## src/rtl/rg_field_issue.sv

```systemverilog
// Single-entry decode/issue stage: extracts RG1/RG2 from the held instruction and
// stalls issue on RAW/WAW hazards tracked by a per-register pending scoreboard.
module rg_field_issue #(
    parameter int INSTR_W            = 16,
    parameter int REG_W              = 5,
    parameter int RG1_LSB            = 7,
    parameter int RG2_LSB            = 2,
    parameter int ZERO_REG_HARDWIRED = 1
) (
    input  logic                  clk,
    input  logic                  rst,
    input  logic                  flush,
    input  logic [INSTR_W-1:0]    instr_in,
    input  logic                  instr_wr,
    input  logic                  instr_valid,
    output logic                  instr_ready,
    output logic [REG_W-1:0]      rg1_out,
    output logic [REG_W-1:0]      rg2_out,
    output logic                  wr_out,
    output logic                  out_valid,
    input  logic                  out_ready,
    output logic                  hazard,
    input  logic                  wb_valid,
    input  logic [REG_W-1:0]      wb_addr,
    output logic [2**REG_W-1:0]   pending
);

    localparam int NUM_REGS = 2**REG_W;
    localparam bit ZERO_HW  = (ZERO_REG_HARDWIRED != 0);

    logic                held_valid_reg;
    logic [REG_W-1:0]    rg1_reg;
    logic [REG_W-1:0]    rg2_reg;
    logic                wr_reg;
    logic [NUM_REGS-1:0] pending_reg;
    logic [NUM_REGS-1:0] pending_next;

    logic hazard_int;
    logic out_valid_int;
    logic issue;
    logic accept;
    logic set_en;
    logic rg1_is_zero;

    // Only the two register fields of the instruction word are consumed here.
    logic unused_instr_bits;
    assign unused_instr_bits = ^instr_in;

    assign hazard_int    = held_valid_reg & (pending_reg[rg1_reg] | pending_reg[rg2_reg]);
    assign out_valid_int = held_valid_reg & ~hazard_int;
    assign issue         = out_valid_int & out_ready;
    assign instr_ready   = ~held_valid_reg | issue;
    assign accept        = instr_valid & instr_ready;

    assign rg1_is_zero = (rg1_reg == '0);
    assign set_en      = issue & wr_reg & ~(ZERO_HW & rg1_is_zero);

    // Per-register next state: a new writer's set overrides a same-cycle retire.
    genvar gi;
    generate
        for (gi = 0; gi < NUM_REGS; gi++) begin : g_pend
            if (ZERO_HW && gi == 0) begin : g_zero
                assign pending_next[gi] = 1'b0;
            end else begin : g_reg
                assign pending_next[gi] =
                    (set_en && (rg1_reg == REG_W'(gi))) ||
                    (pending_reg[gi] && !(wb_valid && (wb_addr == REG_W'(gi))));
            end
        end
    endgenerate

    always_ff @(posedge clk or posedge rst) begin
        if (rst) begin
            held_valid_reg <= 1'b0;
            rg1_reg        <= '0;
            rg2_reg        <= '0;
            wr_reg         <= 1'b0;
            pending_reg    <= '0;
        end else if (flush) begin
            held_valid_reg <= 1'b0;
            rg1_reg        <= '0;
            rg2_reg        <= '0;
            wr_reg         <= 1'b0;
            pending_reg    <= '0;
        end else begin
            pending_reg <= pending_next;
            if (accept) begin
                held_valid_reg <= 1'b1;
                rg1_reg        <= instr_in[RG1_LSB +: REG_W];
                rg2_reg        <= instr_in[RG2_LSB +: REG_W];
                wr_reg         <= instr_wr;
            end else if (issue) begin
                held_valid_reg <= 1'b0;
            end
        end
    end

    assign rg1_out   = rg1_reg;
    assign rg2_out   = rg2_reg;
    assign wr_out    = wr_reg;
    assign out_valid = out_valid_int;
    assign hazard    = hazard_int;
    assign pending   = pending_reg;

endmodule

```

## config.mk

```make
export PLATFORM = sky130hd
export DESIGN_NAME = rg_field_issue
export DESIGN_NICKNAME = d
export VERILOG_FILES = /design/src/rtl/rg_field_issue.sv
export SDC_FILE = /design/constraint.sdc
export NUM_CORES = 1
export LEC_CHECK = 0
export ABC_AREA = 1
export BUFFER_PORTS_ARGS = -buffer_cell sky130_fd_sc_hd__clkbuf_2
export CAP_MARGIN = 15
export CORE_MARGIN = 8
export CORE_UTILIZATION = 30
export DETAILED_ROUTE_END_ITERATION = 6
export GPL_TIMING_DRIVEN = 1
export HOLD_SLACK_MARGIN = 0.15
export PLACE_DENSITY = 0.51
export SYNTH_ARGS = -nofsm -noshare
export SYNTH_HDL_FRONTEND = slang
export SYNTH_SLANG_ARGS = --single-unit
```

## constraint.sdc

```tcl
create_clock -name clk -period 2.6 [get_ports clk]
set_input_delay 0.26 -clock clk [delete_from_list [all_inputs] [get_ports clk]]
set_output_delay 0.26 -clock clk [all_outputs]
set_load 0.05 [all_outputs]
```

## Word level (Yosys, flattened, before mapping)

Cells that the tools add are included.

| word-level totals | value |
|---|---|
| register bits | 44 |
| input port bits | 28 |
| word-level logic and storage cells | 252 |

| cells by class | value |
|---|---|
| $lt $le $gt $ge | 2 |
| eq/ne operators | 62 |
| multiplexer cells | 14 |
| bitwise operators | 11 |
| reduce and logical (&&, ||, !) cells | 158 |

Operators with widths:

| kind | count |
|---|---|
| $eq 5x5->1 const B | 32 |
| $logic_and 1x1->1 | 93 |
| $eq 5x4->1 const B | 16 |
| $eq 5x3->1 const B | 8 |
| $mux 32 | 1 |
| $logic_not 1->1 | 31 |
| $logic_or 1x1->1 | 31 |
| $eq 5x2->1 const B | 4 |
| $mux 5 | 4 |
| $lt 5x6->1 const B | 2 |
| $bmux 1 s5 | 2 |
| $eq 5x1->1 const B | 2 |
| $mux 1 | 7 |
| $and 1x1->1 | 6 |
| $logic_not 5->1 | 1 |
| $not 1->1 | 3 |
| $reduce_bool 3->1 | 1 |
| $or 1x1->1 | 2 |
| $reduce_bool 2->1 | 1 |

## Logic depth before layout (Yosys ltp)

Gate-level depths: netlist of the first run.

| logic depth | value |
|---|---|
| depth in word-level cells | 12 |
| mapped depth | 16 |
| mapped depth without buffers | 15 |

## Worst setup path after synthesis of the first run

Ideal clock, no wire load.

| timing | value |
|---|---|
| kind | reg-to-output |
| start point | reg rg2_reg[1], in the netlist rg2_out[1] |
| end point | out hazard |
| arrival | 2689 ps |
| required time | 2340 ps |
| slack | -349 ps |
| cell stages (with the launch flop) | 10 |
| cell sequence | dfrtp_1 -> buf_4 -> clkinv_1 -> nor2_1 -> o21ai_0 -> nand3_1 -> nand3_1 -> nand3_1 -> nand2_1 -> a21boi_0 |

| between the ends | value |
|---|---|
| word-level cells in the longest chain between the ends | 4 |

RTL lines:

| element | line | text |
|---|---|---|
| start, declared | 33 | `logic [REG_W-1:0] rg2_reg;` |
| start signal, assigned | 90 | `rg2_reg <= instr_in[RG2_LSB +: REG_W];` |
| $bmux 1 s5 | 49 | `assign hazard_int = held_valid_reg & (pending_reg[rg1_reg] \| pending_reg[rg2_reg]);` |
| $mux 1 (not written as such) | 49 |  |
| $or 1x1->1 | 49 |  |
| $and 1x1->1 | 49 |  |
| end, declared | 22 | `output logic hazard,` |

Every way passes these cells. The select of a mux whose other input is x is not followed.

## Worst setup path in the final report of the first run

| timing | value |
|---|---|
| start point | reg rg1_reg[0], in the netlist rg1_out[0] |
| end point | out instr_ready |

| between the ends | value |
|---|---|
| word-level cells in the longest chain between the ends | 8 |

RTL lines:

| element | line | text |
|---|---|---|
| start, declared | 32 | `logic [REG_W-1:0] rg1_reg;` |
| start signal, assigned | 89 | `rg1_reg <= instr_in[RG1_LSB +: REG_W];` |
| $bmux 1 s5 | 49 |  |
| $mux 1 (not written as such) | 49 |  |
| $or 1x1->1 | 49 |  |
| $and 1x1->1 | 49 |  |
| $not 1->1 | 50 | `assign out_valid_int = held_valid_reg & ~hazard_int;` |
| $and 1x1->1 | 50 |  |
| $and 1x1->1 | 51 | `assign issue = out_valid_int & out_ready;` |
| $or 1x1->1 | 52 | `assign instr_ready = ~held_valid_reg \| issue;` |
| end, declared | 16 | `output logic instr_ready,` |

Every way passes these cells. The select of a mux whose other input is x is not followed.

==> results.py, run 1 <==
metrics = {
    "final_layout": {
        "fin_cells": 647,
        "largest_reg_flops": 31,
        "num_antenna_cells": 0,
        "fin_nets": 541,
        "design_area_um2": 3700,
        "fillCellCount": 1123,
        "areaGrowthSynthToFinish_pct": 23.2,
        "drive_gt1_share_pct": 25.5,
    },
    "grt": {
        "globalRoute.busiestLayer": "met2",
        "grt_pass1_vias": 3234,
        "antenna_found_initial": 0,
        "globalRouteMet2Util_pct": 25.1,
        "met1_usage_pct": 21.5,
        "grt_overflow": 0,
        "use_met3_pct": 2.92,
        "grt_max_degree": 34,
        "grt_pass1_wl_um": 16800,
        "gr-usage-all-layers_pct": 16.0,
    },
    "detailed_routing": {
        "vias": 3301,
        "drc": 0,
        "drt_first_iter_violations": 278,
        "antenna_left": 0,
        "wl_per_cell_um": 16.6,
        "dr.pass1.iters": 5,
        "drt-total-wl_um": 10700,
        "drt-vias-per-instance": 5.10,
    },
    "place": {
        "hpwlAfterDp_um": 8220,
        "portBuffers": 66,
        "gp_congestion": 0.876,
        "dp.cells": 623,
        "place_ws_ns": 0.170,
        "dpl-instance-area_um2": 3450,
    },
    "clock_network": {
        "cts_buffers": 5,
        "clk_pin_slew_ns": 0.08,
        "cts_sinks": 43,
        "clockBufferDepth": 2,
        "root_buffer": "clkbuf_8",
        "cts_tree": "built",
        "clk_latency_ns": 0.30,
        "htree_levels": 2,
    },
    "pwr": {
        "powerDensity_nw_per_um2": 406,
        "total_leakage_power_nw": 1.76,
        "power.total_mw": 1.50,
        "ir_worst_vdd_v": 0.000220,
    },
    "critical_path": {
        "critical_path_required_ns": 2.34,
        "arrival_ns": 2.20,
        "r2r-start": "rg1_out[0]",
        "r2r_end": "rg1_out[0]",
        "crit_start": "rg1_out[0]",
        "crit_fanout": 7,
        "critPathLaunchType": "flip-flop",
        "cp-endpoint": "instr_ready",
        "crit_slowest_cell": "dfrtp_4",
        "crit_path_end_kind": "primary output",
        "regToRegSetupSlack_ns": 0.23,
        "r2r_cells": 13,
        "worstPathCellList": "buf_2, buf_4, nand3_2, nand3_1, a21oi_1, nand4_1, nand2_2, nand3_4, o21ai_4, buf_12",
        "critPathKind": "reg -> out",
        "cp_slowest_stage_delay_ns": 0.55,
        "crit_cells": 10,
        "cp_num_buf_inv": 3,
        "path_delay_family": "flip-flops",
    },
    "yosys": {
        "yosys-top-cells-count": "120 x nand2_1, 45 x nand4_1, 43 x dfrtp_1, 43 x inv_1, 34 x a21oi_1",
        "synth_warnings": 0,
        "synth_top_area_share_pct": 35.9,
        "ys_top_cells_by_area": "dfrtp_1 36%, nand2_1 15%, nand4_1 9.4%",
        "yosys.area.top_type": "dfrtp_1",
        "synth_ff_type": "dfrtp_1",
        "async_flop_share_pct": 100,
        "ys_seq_elements": 43,
        "synthCells": 437,
        "synth_edf_count": 0,
        "postSynthAreaPerCell_um2": 6.87,
        "syn_nets": 465,
        "ys_seq_area_share_pct": 35.9,
        "yosysMostFrequentCell": "nand2_1",
        "syn_area_um2": 3000,
        "yosysUniqueCellTypes": 30,
    },
    "floorplan": {
        "die_area_um2": 13500,
        "core-area_um2": 9730,
        "io_pins": 74,
        "core.rowCount": 36,
        "fp.dieH_um": 116,
        "initial_core_util_pct": 30.8,
        "die_w_um": 116,
    },
    "timing": {
        "hold_viol": 0,
        "timing.fmax_mhz": 407,
        "min_period_over_period_pct": 94.5,
        "fin_ws_ns": 0.142,
        "whs_ns": 0.197,
        "final-setup-viol-count": 0,
        "worst_slew_pin_slew_ns": 0.756,
        "skew_ns": 0.0113,
        "max_slew_margin_pct": 49.5,
        "period_minus_slack_ns": 2.46,
        "drv_slew": 0,
    },
    "hold_path": {
        "hold_path.class": "in -> reg",
    },
    "outcome": {
        "status": "finished clean",
    },
    "run": {
        "cap_violations": 0,
    },
}
[layout make-up]
cell class	count	area [um^2]	area share, %
clock buffers	7	76.3	2.06
clock inverters	1	5.00	0.135
inverters	47	181	4.91
multi-input cells	319	1580	42.7
flip-flops and latches	43	1080	29.3
well taps	133	166	4.50
repair buffers	96	601	16.2
repair inverters	1	7.51	0.203
[cell usage in the layout (no fill, tap or decap), drive strengths merged, types with 30 or more instances in the layout]
cell type	count
nand2	124
clkbuf	72
nand4	45
dfrtp	43
inv	42
nand3	40
nor2	36
o21ai	36
a21oi	34
buf	30
[worst min path at each step]
| stage | from | endpoint | slack [ns] | cells after the start |
|---|---|---|---|---|
| final | instr_in[10] | rg1_out[3] | 0.20 | 3 |
| after CTS | instr_in[10] | rg1_out[3] | 0.20 | 3 |
| after global routing | instr_in[2] | rg2_out[0] | 0.21 | 3 |
| after floorplan | instr_valid | held_valid_reg | 0.39 | 2 |
| after detailed placement | rst | held_valid_reg | 0.41 | 2 |
| after global placement | rst | pending[16] | 0.43 | 2 |
[cells by family (layout without fill, tap and decap cells)]
logic type / Yosys count / in the layout / share of synthesized area (%)
compound gates: 72 / 72 / 12.7
other cells: 1 / 1 / 0.125
simple gates: 246 / 246 / 39.1
buf+inv: 75 / 152 / 12.2
flops: 43 / 43 / 35.9
[what timing repair did]
item / CTS / global route
hold buffers: 1 / 0
endpoints found under the hold margin: 28 / 0
setup buffers: 0 / 13
resized for setup: 2 / 10
setup endpoints to repair: 1 / 19
cloned: 0 / 1
pin swaps: 0 / 5
[metrics by stage]
step	setup TNS [ns]	util (%)
final	0	38.0
after detailed placement	0	35.4
after floorplan	0	-
after CTS	0	36.4
after global routing	-0.000411	38.0
after global placement	0	35.4
[tightest hold or removal path: cells and delay by family]
kind	cells	cell delay [ns]
buf+inv	1	0.08
simple gates	2	0.12
[where the power goes]
part           internal (mW)  switching (mW)  total [mW]
logic                  0.112           0.266       0.378
registers              0.681          0.0194       0.700
clock network          0.189           0.234       0.423
total                  0.982           0.519        1.50
[per-layer routing]
metal / up-vias / part of all wire, %
met2: 130 / 47
li1: 1602 / -
met5: - / 0
met1: 1550 / 45
met3: 19 / 6.2
met4: 0 / 1.8
(Power assumes the default switching activity.)
==> inputs of run 2 (changes only) <==
Settings changed: CORE_MARGIN 8 to 1.
==> results.py, run 2 (synthesis gave the netlist of run 1 again) <==
metrics = {
    "outcome": {
        "status": "finished clean",
    },
    "place": {
        "portBuffers": 66,
        "dp.cells": 623,
        "gp_congestion": 0.866,
        "hpwlAfterDp_um": 7680,
    },
    "critical_path": {
        "worstPathCellList": "clkbuf_2, or2_2, nand3_1, nand3_1, nand3_1, nand3_1, nand2_2, nand3_4, o21ai_4, buf_6",
        "critical_path_required_ns": 2.34,
        "critPathKind": "reg -> out",
        "crit_fanout": 5,
        "arrival_ns": 2.17,
        "cp_num_buf_inv": 2,
        "critPathLaunchType": "flip-flop",
        "crit_slowest_cell": "dfrtp_2",
        "cpMostUsedCell": "nand3_1",
        "cp_slowest_stage_delay_ns": 0.41,
        "path_delay_family": "simple AND/OR/NAND/NOR gates",
        "crit_path_end_kind": "primary output",
    },
    "grt": {
        "grt_max_degree": 34,
        "grt_pass1_vias": 2989,
        "gr-usage-all-layers_pct": 20.3,
        "antenna_found_initial": 0,
        "grt_overflow": 0,
        "grt_pass1_wl_um": 16000,
    },
    "hold_path": {
        "hold_path.class": "in -> reg",
    },
    "detailed_routing": {
        "drc": 0,
        "drt-vias-per-instance": 5.03,
        "vias": 3242,
        "dr.pass1.iters": 6,
        "antenna_left": 0,
        "wl_per_cell_um": 16.0,
        "drt-total-wl_um": 10300,
        "drt_first_iter_violations": 235,
    },
    "floorplan": {
        "core-area_um2": 9730,
        "fp.dieH_um": 102,
        "core.rowCount": 36,
        "die_area_um2": 10400,
        "initial_core_util_pct": 30.8,
        "io_pins": 74,
        "die_w_um": 102,
    },
    "pwr": {
        "total_leakage_power_nw": 1.75,
        "seq_power_share_pct": 47.3,
        "p_sw_mw": 0.513,
        "p_sw_share_pct": 34.7,
        "combPwrFrac_pct": 25.1,
        "ir_worst_vdd_v": 0.000167,
        "powerDensity_nw_per_um2": 405,
        "internal-power_mw": 0.964,
        "pwr-share-clk_pct": 27.6,
    },
    "timing": {
        "timing.fmax_mhz": 411,
        "min_period_over_period_pct": 93.6,
        "skew_ns": 0.0109,
        "final-setup-viol-count": 0,
        "max_slew_margin_pct": 48.1,
        "drv_slew": 0,
        "setup_tns_ns": 0,
        "period_minus_slack_ns": 2.43,
        "hold_viol": 0,
        "worst_slew_pin_slew_ns": 0.777,
    },
    "final_layout": {
        "num_antenna_cells": 0,
        "largest_reg_flops": 31,
        "ff_latch_area_um2": 1080,
        "fillCellCount": 1106,
        "fin_cells": 644,
        "final_cell_mix": "118 x nand2_1, 66 x clkbuf_2, 45 x nand4_1, 41 x inv_1, 40 x dfrtp_1",
        "drive_gt1_share_pct": 25.2,
        "fin_nets": 540,
        "multi_input_area_um2": 1560,
        "areaGrowthSynthToFinish_pct": 21.6,
        "mostFrequentLayoutCell": "nand2_1",
    },
    "clock_network": {
        "cts_tree": "built",
        "root_buffer": "clkbuf_8",
        "clockBufferDepth": 2,
        "cts_sinks": 43,
        "clk_pin_slew_ns": 0.08,
        "htree_levels": 2,
        "cts_buffers": 5,
        "clk_latency_ns": 0.30,
    },
    "run": {
        "cap_violations": 0,
    },
}
-- run 2: per-layer routing --
metal | global-route usage [%] | vias up | share of wire [%]
met5 | 0 | - | 0
met4 | 5.16 | 0 | 1.1
met3 | 3.08 | 11 | 7.4
met2 | 31.6 | 111 | 47
met1 | 29.3 | 1513 | 44
li1 | - | 1607 | -
-- run 2: worst min-delay path, delay by kind of cell --
kind          cells  cell delay [ns]
buf+inv           1             0.08
simple gates      2             0.13
-- run 2: cell type report --
cell class | instances | share of cell area [%]
Timing Repair inverter | 1 | 0.137
Clock inverter | 1 | 0.206
Multi-Input combinational cell | 319 | 42.8
Inverter | 47 | 4.97
Tap cell | 133 | 4.56
Timing Repair Buffer | 95 | 15.8
Clock buffer | 5 | 1.89
Sequential cell | 43 | 29.6
-- run 2: what timing repair did --
action                                  4_1_cts  5_1_grt
hold buffers                                  1        0
gates resized for setup                       4        5
endpoints found under the setup margin        1        1
pin swaps                                     0        3
cloned                                        0        1
buffers inserted                              1       12
hold endpoints to repair                     13        0
-- run 2: final timing paths --
check / to / slack, ns / start / cells after the start
hold / removal: rg1_out[1] / 0.20 / instr_in[8] / 3
min in group asynchronous: pending[19] / 0.46 / rst / 3
max in group asynchronous: pending[9] / 1.56 / rst / 4
hold reg to reg: pending[4] / 0.59 / pending[4] / 2
setup reg to reg: rg1_out[0] / 0.26 / rg2_out[0] / 13
setup / recovery: instr_ready / 0.17 / rg2_out[0] / 10
-- run 2: power by group through the flow --
stage               Combinational (mW)  Clock (mW)  Sequential, mW
global route                     0.404       0.453           0.701
global placement                 0.329           0           0.718
finish                           0.371       0.408           0.698
floorplan                        0.209           0           0.746
CTS                              0.336       0.417           0.705
detailed placement               0.331           0           0.718
-- run 2: through the flow --
stage,setup WS (ns),util [%],power [mW],area [um^2],hold WS [ns]
6_report,0.166,37.5,1.48,3650,0.200
5_1_grt,-0.00274,37.5,1.56,3650,0.197
4_1_cts,0.00807,36.3,1.46,3530,0.197
3_5_place_dp,0.127,35.3,1.05,3430,0.248
3_3_place_gp,0.165,35.3,1.05,3430,0.250
2_1_floorplan,0.0352,-,0.956,3000,0.389
